`src/rtl/spike_router_pipe_pkg.sv`:
```
// Shared encodings and saturation limits for the spike router pipeline.
package spike_router_pipe_pkg;

   typedef enum logic {ST_IDLE = 1'b0, ST_SWEEP = 1'b1} state_e;
   typedef enum logic {CLS_EX = 1'b0, CLS_IN = 1'b1} cls_e;

   localparam int unsigned SAT_MAX_W = 256;

   // Limits of a dw-bit two's complement value, held in the low dw bits.
   function automatic logic [SAT_MAX_W-1:0] sat_hi(input int unsigned dw);
      logic [SAT_MAX_W-1:0] v;
      v = '0;
      for (int unsigned i = 0; i + 1 < dw; i++) v[i] = 1'b1;
      return v;
   endfunction

   function automatic logic [SAT_MAX_W-1:0] sat_lo(input int unsigned dw);
      logic [SAT_MAX_W-1:0] v;
      v = '0;
      v[dw-1] = 1'b1;
      return v;
   endfunction

endpackage

```
`src/rtl/spike_router_pipe_if.sv`:
```
// Spike queue, synaptic RAM and dendritic RAM signals seen by the router.
interface spike_router_pipe_if #(
   parameter int NEURON_WIDTH = 14,
   parameter int ADDR_WIDTH   = 39,
   parameter int DATA_WIDTH   = 64
);
   logic                         SpikeValid;
   logic [NEURON_WIDTH-1:0]      SpikeID;
   logic                         SpikeReady;
   logic                         WChipEnable;
   logic [ADDR_WIDTH-1:0]        WRAMAddress;
   logic signed [DATA_WIDTH-1:0] WeightData;
   logic                         EXChipEnable;
   logic                         INChipEnable;
   logic [NEURON_WIDTH-1:0]      RdAddress;
   logic signed [DATA_WIDTH-1:0] ExWeightSum;
   logic signed [DATA_WIDTH-1:0] InWeightSum;
   logic                         EXWriteEnable;
   logic                         INWriteEnable;
   logic [NEURON_WIDTH-1:0]      WrAddress;
   logic signed [DATA_WIDTH-1:0] NewExWeightSum;
   logic signed [DATA_WIDTH-1:0] NewInWeightSum;

   modport master (
      input  SpikeValid, SpikeID, WeightData, ExWeightSum, InWeightSum,
      output SpikeReady, WChipEnable, WRAMAddress, EXChipEnable, INChipEnable, RdAddress,
             EXWriteEnable, INWriteEnable, WrAddress, NewExWeightSum, NewInWeightSum
   );

   modport slave (
      output SpikeValid, SpikeID, WeightData, ExWeightSum, InWeightSum,
      input  SpikeReady, WChipEnable, WRAMAddress, EXChipEnable, INChipEnable, RdAddress,
             EXWriteEnable, INWriteEnable, WrAddress, NewExWeightSum, NewInWeightSum
   );

endinterface

```
`src/rtl/spike_router_pipe_accumulate.sv`:
```
// Signed dendritic-sum adder; clamps to the type limits or wraps depending on SATURATE.
module weight_accumulate
   import spike_router_pipe_pkg::*;
#(
   parameter int DATA_WIDTH = 64,
   parameter bit SATURATE   = 1'b0
)(
   input  logic signed [DATA_WIDTH-1:0] acc_in,
   input  logic signed [DATA_WIDTH-1:0] weight,
   output logic signed [DATA_WIDTH-1:0] sum
);

   localparam logic [DATA_WIDTH-1:0] POS_LIM = DATA_WIDTH'(sat_hi(DATA_WIDTH));
   localparam logic [DATA_WIDTH-1:0] NEG_LIM = DATA_WIDTH'(sat_lo(DATA_WIDTH));

   logic [DATA_WIDTH:0] wide;
   logic                ovf;

   // One guard bit: overflow shows up as guard and sign disagreeing.
   always_comb begin
      wide = {acc_in[DATA_WIDTH-1], acc_in} + {weight[DATA_WIDTH-1], weight};
      ovf  = wide[DATA_WIDTH] ^ wide[DATA_WIDTH-1];
      sum  = wide[DATA_WIDTH-1:0];
      if (SATURATE && ovf) sum = wide[DATA_WIDTH] ? NEG_LIM : POS_LIM;
   end

endmodule

```
`src/rtl/spike_router_pipe.sv`:
```
// Spike router: for each accepted spike, sweeps the logical neuron span one neuron
// per clock, reading synaptic weights and accumulating them into the dendritic sums.
module spike_router_pipe
   import spike_router_pipe_pkg::*;
#(
   parameter int INTEGER_WIDTH        = 32,
   parameter int DATA_WIDTH_FRAC      = 32,
   parameter int DATA_WIDTH           = INTEGER_WIDTH + DATA_WIDTH_FRAC,
   parameter int NEURON_WIDTH         = 14,
   parameter int NEURON_WIDTH_INPUT   = 11,
   parameter int ROW_WIDTH            = NEURON_WIDTH_INPUT + NEURON_WIDTH,
   parameter int ADDR_WIDTH           = ROW_WIDTH + NEURON_WIDTH,
   parameter int INPUT_NEURON_START   = 0,
   parameter int LOGICAL_NEURON_START = 2**NEURON_WIDTH_INPUT,
   parameter bit SATURATE             = 1'b0
)(
   input  logic                    Clock,
   input  logic                    ResetN,
   input  logic                    RouteEnable,
   input  logic                    Initialize,
   input  logic [NEURON_WIDTH-1:0] ExRangeLOWER,
   input  logic [NEURON_WIDTH-1:0] ExRangeUPPER,
   input  logic [NEURON_WIDTH-1:0] InRangeLOWER,
   input  logic [NEURON_WIDTH-1:0] InRangeUPPER,
   input  logic [NEURON_WIDTH-1:0] IPRangeLOWER,
   input  logic [NEURON_WIDTH-1:0] IPRangeUPPER,
   input  logic [NEURON_WIDTH-1:0] NeuStart,
   input  logic [NEURON_WIDTH-1:0] NeuEnd,
   output logic                    RoutingComplete,
   spike_router_pipe_if.master     bus
);

   typedef struct packed {
      logic                    vld;
      cls_e                    cls;
      logic [NEURON_WIDTH-1:0] addr;
   } wr_stage_t;

   typedef struct packed {
      logic                    vld;
      cls_e                    cls;
      logic [NEURON_WIDTH-1:0] addr;
      logic [DATA_WIDTH-1:0]   sum;
   } fwd_stage_t;

   state_e                  state_q, state_d;
   logic [NEURON_WIDTH-1:0] a_q, a_d;
   logic [NEURON_WIDTH-1:0] nid_q, nid_d;
   cls_e                    cls_q, cls_d;
   wr_stage_t               wr_q, wr_d;
   fwd_stage_t              fwd_q, fwd_d;
   logic                    run_q, run_d;

   logic [NEURON_WIDTH-1:0]      span;
   logic                         issue, last, spike_ready, accept, clr, fwd_hit;
   logic [ROW_WIDTH-1:0]         row;
   logic signed [DATA_WIDTH-1:0] read_sum, new_sum;
   logic                         in_range_unused;

   function automatic logic in_rng(input logic [NEURON_WIDTH-1:0] id, lo, hi);
      return (id >= lo) && (id <= hi);
   endfunction

   // The In class is everything outside Ex/IP, so its range only documents the map.
   assign in_range_unused = ^{InRangeLOWER, InRangeUPPER};

   assign span        = NeuEnd - NeuStart;
   assign issue       = (state_q == ST_SWEEP);
   assign last        = issue && (a_q == span);
   // run_q holds off the handshake until the first edge after reset release.
   assign spike_ready = run_q && RouteEnable && (!issue || last);
   assign accept      = bus.SpikeValid && spike_ready;
   assign clr         = (!RouteEnable && (issue || wr_q.vld)) || (Initialize && !RouteEnable);

   assign RoutingComplete = run_q && RouteEnable && !issue && !wr_q.vld && !bus.SpikeValid;

   always_comb begin
      if (in_rng(nid_q, IPRangeLOWER, IPRangeUPPER))
         row = ROW_WIDTH'(nid_q) + ROW_WIDTH'(INPUT_NEURON_START);
      else
         row = ROW_WIDTH'(nid_q) - ROW_WIDTH'(NeuStart) + ROW_WIDTH'(LOGICAL_NEURON_START);
   end

   always_comb begin
      state_d    = state_q;
      a_d        = a_q;
      nid_d      = nid_q;
      cls_d      = cls_q;
      run_d      = 1'b1;
      wr_d.vld   = issue;
      wr_d.cls   = cls_q;
      wr_d.addr  = a_q;
      fwd_d.vld  = wr_q.vld;
      fwd_d.cls  = wr_q.cls;
      fwd_d.addr = wr_q.addr;
      fwd_d.sum  = new_sum;
      if (accept) begin
         nid_d = bus.SpikeID;
         cls_d = (in_rng(bus.SpikeID, ExRangeLOWER, ExRangeUPPER) ||
                  in_rng(bus.SpikeID, IPRangeLOWER, IPRangeUPPER)) ? CLS_EX : CLS_IN;
      end
      case (state_q)
         ST_IDLE: begin
            if (accept) begin
               state_d = ST_SWEEP;
               a_d     = '0;
            end
         end
         ST_SWEEP: begin
            if (last) begin
               state_d = accept ? ST_SWEEP : ST_IDLE;
               a_d     = '0;
            end else begin
               a_d = a_q + NEURON_WIDTH'(1);
            end
         end
      endcase
      if (clr) begin
         state_d = ST_IDLE;
         a_d     = '0;
         wr_d    = '0;
         fwd_d   = '0;
      end
   end

   always_ff @(posedge Clock or negedge ResetN) begin
      if (!ResetN) begin
         state_q <= ST_IDLE;
         a_q     <= '0;
         nid_q   <= '0;
         cls_q   <= CLS_EX;
         wr_q    <= '0;
         fwd_q   <= '0;
         run_q   <= 1'b0;
      end else begin
         state_q <= state_d;
         a_q     <= a_d;
         nid_q   <= nid_d;
         cls_q   <= cls_d;
         wr_q    <= wr_d;
         fwd_q   <= fwd_d;
         run_q   <= run_d;
      end
   end

   // The RAM returns pre-write data when read and written together, so a
   // read that overlapped last cycle's write to the same word takes that sum.
   assign fwd_hit  = fwd_q.vld && wr_q.vld && (fwd_q.addr == wr_q.addr) && (fwd_q.cls == wr_q.cls);
   assign read_sum = fwd_hit ? fwd_q.sum
                             : ((wr_q.cls == CLS_EX) ? bus.ExWeightSum : bus.InWeightSum);

   weight_accumulate #(
      .DATA_WIDTH (DATA_WIDTH),
      .SATURATE   (SATURATE)
   ) u_acc (
      .acc_in (read_sum),
      .weight (bus.WeightData),
      .sum    (new_sum)
   );

   assign bus.SpikeReady     = spike_ready;
   assign bus.WChipEnable    = issue;
   assign bus.WRAMAddress    = issue ? {row, a_q} : '0;
   assign bus.EXChipEnable   = issue && (cls_q == CLS_EX);
   assign bus.INChipEnable   = issue && (cls_q == CLS_IN);
   assign bus.RdAddress      = issue ? a_q : '0;
   assign bus.EXWriteEnable  = wr_q.vld && (wr_q.cls == CLS_EX);
   assign bus.INWriteEnable  = wr_q.vld && (wr_q.cls == CLS_IN);
   assign bus.WrAddress      = wr_q.vld ? wr_q.addr : '0;
   assign bus.NewExWeightSum = bus.EXWriteEnable ? new_sum : '0;
   assign bus.NewInWeightSum = bus.INWriteEnable ? new_sum : '0;

endmodule

```
`src/flat_wrapper.sv`:
```
// flat-port wrapper written by rule: the top's interface ports become plain ports
module spike_router_pipe_flat import spike_router_pipe_pkg::*;
#(
   parameter int INTEGER_WIDTH        = 32,
   parameter int DATA_WIDTH_FRAC      = 32,
   parameter int DATA_WIDTH           = INTEGER_WIDTH + DATA_WIDTH_FRAC,
   parameter int NEURON_WIDTH         = 14,
   parameter int NEURON_WIDTH_INPUT   = 11,
   parameter int ROW_WIDTH            = NEURON_WIDTH_INPUT + NEURON_WIDTH,
   parameter int ADDR_WIDTH           = ROW_WIDTH + NEURON_WIDTH,
   parameter int INPUT_NEURON_START   = 0,
   parameter int LOGICAL_NEURON_START = 2**NEURON_WIDTH_INPUT,
   parameter bit SATURATE             = 1'b0
)
  (Clock, ResetN, RouteEnable, Initialize, ExRangeLOWER, ExRangeUPPER, InRangeLOWER, InRangeUPPER, IPRangeLOWER, IPRangeUPPER, NeuStart, NeuEnd, RoutingComplete, bus_SpikeValid, bus_SpikeID, bus_WeightData, bus_ExWeightSum, bus_InWeightSum, bus_SpikeReady, bus_WChipEnable, bus_WRAMAddress, bus_EXChipEnable, bus_INChipEnable, bus_RdAddress, bus_EXWriteEnable, bus_INWriteEnable, bus_WrAddress, bus_NewExWeightSum, bus_NewInWeightSum);
  spike_router_pipe_if #(.NEURON_WIDTH(NEURON_WIDTH), .ADDR_WIDTH(ADDR_WIDTH), .DATA_WIDTH(DATA_WIDTH)) bus_i ();
  input  logic Clock;
  input  logic ResetN;
  input  logic RouteEnable;
  input  logic Initialize;
  input  logic [NEURON_WIDTH-1:0] ExRangeLOWER;
  input  logic [NEURON_WIDTH-1:0] ExRangeUPPER;
  input  logic [NEURON_WIDTH-1:0] InRangeLOWER;
  input  logic [NEURON_WIDTH-1:0] InRangeUPPER;
  input  logic [NEURON_WIDTH-1:0] IPRangeLOWER;
  input  logic [NEURON_WIDTH-1:0] IPRangeUPPER;
  input  logic [NEURON_WIDTH-1:0] NeuStart;
  input  logic [NEURON_WIDTH-1:0] NeuEnd;
  output logic RoutingComplete;
  input wire logic [$bits(bus_i.SpikeValid)-1:0] bus_SpikeValid;
  input wire logic [$bits(bus_i.SpikeID)-1:0] bus_SpikeID;
  input wire logic [$bits(bus_i.WeightData)-1:0] bus_WeightData;
  input wire logic [$bits(bus_i.ExWeightSum)-1:0] bus_ExWeightSum;
  input wire logic [$bits(bus_i.InWeightSum)-1:0] bus_InWeightSum;
  output wire logic [$bits(bus_i.SpikeReady)-1:0] bus_SpikeReady;
  output wire logic [$bits(bus_i.WChipEnable)-1:0] bus_WChipEnable;
  output wire logic [$bits(bus_i.WRAMAddress)-1:0] bus_WRAMAddress;
  output wire logic [$bits(bus_i.EXChipEnable)-1:0] bus_EXChipEnable;
  output wire logic [$bits(bus_i.INChipEnable)-1:0] bus_INChipEnable;
  output wire logic [$bits(bus_i.RdAddress)-1:0] bus_RdAddress;
  output wire logic [$bits(bus_i.EXWriteEnable)-1:0] bus_EXWriteEnable;
  output wire logic [$bits(bus_i.INWriteEnable)-1:0] bus_INWriteEnable;
  output wire logic [$bits(bus_i.WrAddress)-1:0] bus_WrAddress;
  output wire logic [$bits(bus_i.NewExWeightSum)-1:0] bus_NewExWeightSum;
  output wire logic [$bits(bus_i.NewInWeightSum)-1:0] bus_NewInWeightSum;
  assign bus_i.SpikeValid = bus_SpikeValid;
  assign bus_i.SpikeID = bus_SpikeID;
  assign bus_i.WeightData = bus_WeightData;
  assign bus_i.ExWeightSum = bus_ExWeightSum;
  assign bus_i.InWeightSum = bus_InWeightSum;
  assign bus_SpikeReady = bus_i.SpikeReady;
  assign bus_WChipEnable = bus_i.WChipEnable;
  assign bus_WRAMAddress = bus_i.WRAMAddress;
  assign bus_EXChipEnable = bus_i.EXChipEnable;
  assign bus_INChipEnable = bus_i.INChipEnable;
  assign bus_RdAddress = bus_i.RdAddress;
  assign bus_EXWriteEnable = bus_i.EXWriteEnable;
  assign bus_INWriteEnable = bus_i.INWriteEnable;
  assign bus_WrAddress = bus_i.WrAddress;
  assign bus_NewExWeightSum = bus_i.NewExWeightSum;
  assign bus_NewInWeightSum = bus_i.NewInWeightSum;
  spike_router_pipe #(.INTEGER_WIDTH(INTEGER_WIDTH), .DATA_WIDTH_FRAC(DATA_WIDTH_FRAC), .DATA_WIDTH(DATA_WIDTH), .NEURON_WIDTH(NEURON_WIDTH), .NEURON_WIDTH_INPUT(NEURON_WIDTH_INPUT), .ROW_WIDTH(ROW_WIDTH), .ADDR_WIDTH(ADDR_WIDTH), .INPUT_NEURON_START(INPUT_NEURON_START), .LOGICAL_NEURON_START(LOGICAL_NEURON_START), .SATURATE(SATURATE)) u_core (.Clock(Clock), .ResetN(ResetN), .RouteEnable(RouteEnable), .Initialize(Initialize), .ExRangeLOWER(ExRangeLOWER), .ExRangeUPPER(ExRangeUPPER), .InRangeLOWER(InRangeLOWER), .InRangeUPPER(InRangeUPPER), .IPRangeLOWER(IPRangeLOWER), .IPRangeUPPER(IPRangeUPPER), .NeuStart(NeuStart), .NeuEnd(NeuEnd), .RoutingComplete(RoutingComplete), .bus(bus_i));
endmodule
```
`config.mk`:
```
export PLATFORM = sky130hd
export DESIGN_NAME = spike_router_pipe_flat
export DESIGN_NICKNAME = d
export VERILOG_FILES = /design/src/rtl/spike_router_pipe_pkg.sv /design/src/rtl/spike_router_pipe_if.sv /design/src/rtl/spike_router_pipe_accumulate.sv /design/src/rtl/spike_router_pipe.sv /design/src/flat_wrapper.sv
export SDC_FILE = /design/constraint.sdc
export NUM_CORES = 1
export LEC_CHECK = 0
export ABC_CLOCK_PERIOD_IN_PS = 7750
export CORE_AREA = 2 2 201 203
export DETAILED_ROUTE_END_ITERATION = 7
export DIE_AREA = 0 0 203 205
export PLACE_DENSITY = 0.79
export SLEW_MARGIN = 5
export SYNTH_ARGS = -nofsm -noshare
export SYNTH_HDL_FRONTEND = slang
export SYNTH_SLANG_ARGS = --single-unit
```
`constraint.sdc`:
```
create_clock -name Clock -period 7.75 [get_ports Clock]
set_clock_uncertainty 0.05 [all_clocks]
set_input_delay 1.1625 -clock Clock [delete_from_list [all_inputs] [get_ports Clock]]
set_output_delay 1.1625 -clock Clock [all_outputs]
set_load 0.1 [all_outputs]
```
==> out/metrics.cfg <==
[synthesis]
syn_area_per_cell_um2 = 7.70
gate_count_after_technology_mapping = 1886
synth_async_sr_flop_share = 1.00
synthesis.nets = 2396
synth-edff-count = 0
yosys_most_used_dff = sky130_fd_sc_hd__dfrtp_1
mappedNetlistArea_um2 = 14500
share_of_the_yosys_chip_area_belonging_to_registers = 0.219
post_synth_num_cell_types = 73
synth-seq-cells = 127
yosysWarningCount = 0

[placed_design]
gp_congestion = 0.940
dp_hpwl_um = 45600
dpl_cell_area_um2 = 19500
port_buffers = 496

[sta]
final_period_minus_worst_setup_slack_ps = 7120
setup-violations-final = 0
achievable-frequency_ghz = 0.140
slew_violations = 0
rsz0062_at_grt = no
layout_worst_path_cycle_share = 0.919
worstMarginPinSlew_ps = 1250
finalSetupTns_ps = 0
finalHoldViolations = 0
timing.max_slew.rel_slack = 0.165

[cts]
cts.repair.resized = 0
clk_pin_slew_ps = 70
ctsRootBufferMaster = sky130_fd_sc_hd__clkbuf_16
htree_num_levels = 4
cts.path.max_buffers = 2
tritoncts_num_sinks = 127
tritoncts.num_buffers = 17
tritoncts_clock_tree = built
postCtsHoldBufs = 0
clock_insertion_delay_at_the_later_pin_of_the_skew_report_ps = 440
cts_setup_buffers = 0

[global_routing]
global_route.usage.total = 0.254
wire_length_of_the_first_global_routing_pass_um = 82800
number_of_antenna_violations_at_the_first_check_in_global_routing = 3
grt_remaining_overflow = 0
first_global_vias = 15200
grt_max_degree = 97

[die]
core.rowCount = 73
chip_width_um = 203
chipHeight_um = 205
total_die_area_um2 = 41600
core_area_um2 = 39400
floorplan.initialDensity = 0.369
pin_count = 525

[flow_run]
timing.max_cap.violations = 0

[critical_path]
worst_path_max_delay_cell = sky130_fd_sc_hd__a31oi_1
path_cells = xor2_1 > nor4_1 > nand4_1 > buf_4 > buf_4 > a21oi_1 > ha_1 > a21oi_1 > o21ai_0 > nor4_1 > o311ai_0 > a31oi_1 > nor2_1 > a21oi_1 > xor2_1 > nor2_1 > buf_4
crit_fanout = 54
setup.worst_path.class = register to output pin
critical-path-max-stage-delay_ps = 550
required_time_worst_endpoint_ps = 6540
critPathLaunchType = register
critPathCaptureType = output pin
worst_ep_arrival_time_ps = 5910

[detailed_routing]
dr_total_vias = 15400
drt_first_iter_violations = 927
first_pass_iters = 5
drtAntennaViolNets = 0
routed_wl_um = 55100
route.detailed.drc = 0
drt-wirelength-per-cell_um = 19.3
routed_via_density = 5.40

[cells_and_area]
fin_util = 0.512
mostFrequentLayoutCell = sky130_fd_sc_hd__clkdlybuf4s50_1
areaGrowthSynthToFinish_pct = 38.7
final_cell_area_excluding_filler_cells_um2 = 20200
drive_gt1_frac = 0.0805
fin_nets = 2822
layout.cells.most_common_list = sky130_fd_sc_hd__clkdlybuf4s50_1, sky130_fd_sc_hd__nor2_1, sky130_fd_sc_hd__a21oi_1

[pwr]
p_leak_uw = 0.00955
pwr_density_cell_nw_per_um2 = 230
ir_worst_vdd_mv = 0.202

[outcome]
outcome = completed

[worst_hold_path]
min_path_type = register to register

## state kept, by name, indices dropped and copies added (netlist names)
signal                  count
u_core.a_q                 14
u_core.bus.WChipEnable      1
u_core.cls_q                1
u_core.fwd_q               80
u_core.nid_q               14
u_core.run_q                1
u_core.wr_q                16
## final cells by class
| cell class | count | area [µm²] |
|---|---|---|
| inverter | 96 | 360 |
| multi-input combinational | 1558 | 10500 |
| fill | 3719 | 19200 |
| timing repair buffer | 512 | 4830 |
| clock buffer | 17 | 425 |
| antenna | 3 | 7.51 |
| clock inverter | 14 | 183 |
| tap | 525 | 657 |
| sequential | 127 | 3180 |
## layer usage
layer / wire length, µm / track usage / share of wire / up-vias
li1: - / - / - / 7485
met1: 21600 / 0.284 / 0.39 / 7256
met2: 28300 / 0.482 / 0.51 / 582
met3: 3630 / 0.0457 / 0.066 / 79
met4: 1540 / 0.0876 / 0.028 / 2
met5: 13 / 0 / 0.00024 / -
## cells in the mapped netlist (15+ instances only)
cell type,n,area (µm²)
sky130_fd_sc_hd__nand4_1,36,225
sky130_fd_sc_hd__nand2_1,98,368
sky130_fd_sc_hd__inv_1,96,360
sky130_fd_sc_hd__xor2_1,54,473
sky130_fd_sc_hd__clkbuf_1,69,259
sky130_fd_sc_hd__buf_4,20,150
sky130_fd_sc_hd__nor2_1,331,1240
sky130_fd_sc_hd__o21bai_1,15,113
sky130_fd_sc_hd__a21oi_1,193,966
sky130_fd_sc_hd__nand3_1,32,160
sky130_fd_sc_hd__o21a_1,19,143
sky130_fd_sc_hd__nor3_1,29,145
sky130_fd_sc_hd__dfrtp_1,127,3180
sky130_fd_sc_hd__and2_1,39,244
sky130_fd_sc_hd__nand2b_1,20,125
sky130_fd_sc_hd__o21ai_0,83,415
sky130_fd_sc_hd__mux2i_1,79,791
sky130_fd_sc_hd__a21o_1,56,420
sky130_fd_sc_hd__ha_1,184,2300
sky130_fd_sc_hd__nor4_1,17,106
sky130_fd_sc_hd__nor2b_1,49,307
sky130_fd_sc_hd__xnor2_1,49,429
## through the flow
step	cells	setup WS (ps)	hold WS (ps)	total power, µW
global route	2851	387	507	4900
CTS	2849	611	484	4620
finish	2852	628	485	4630
detailed placement	2818	835	472	3740
floorplan	1886	719	448	2940
global placement	2818	759	469	3690
## logic make-up after synthesis
| family | synth area share |
|---|---|
| simple gates | 0.226 |
| other cells | 0.000258 |
| mux | 0.0684 |
| buf+inv | 0.0594 |
| fa+ha+maj | 0.163 |
| xor+xnor | 0.0621 |
| compound gates | 0.203 |
| flops | 0.219 |
## worst paths after layout
path | start | to | cells after the start | slack [ps]
min reg2reg | u_core.wr_q[8] | u_core.fwd_q[72] | 1 | 490
max in group asynchronous | ResetN | u_core.wr_q[14] | 2 | 5600
max reg2reg | u_core.wr_q[5] | u_core.fwd_q[59] | 16 | 2340
min | u_core.wr_q[8] | u_core.fwd_q[72] | 1 | 490
min in group asynchronous | ResetN | u_core.fwd_q[47] | 1 | 630
max | u_core.wr_q[5] | bus_NewInWeightSum[59] | 17 | 630
## worst max-delay path: cells and delay by family, from the launching register on
| kind | cells | cell delay, ps |
|---|---|---|
| DFF | 1 | 400 |
| xor gates and xnor gates | 2 | 570 |
| buffers and inverters | 3 | 820 |
| AOI/OAI and AO/OA | 6 | 2020 |
| adders and majority gates | 1 | 370 |
| and+or+nand+nor | 5 | 1260 |
## power by group
part	switching, µW	internal (µW)
registers	84.9	826
logic	1870	981
clock network	354	512
Note: power is estimated with default switching activity, not from simulation.
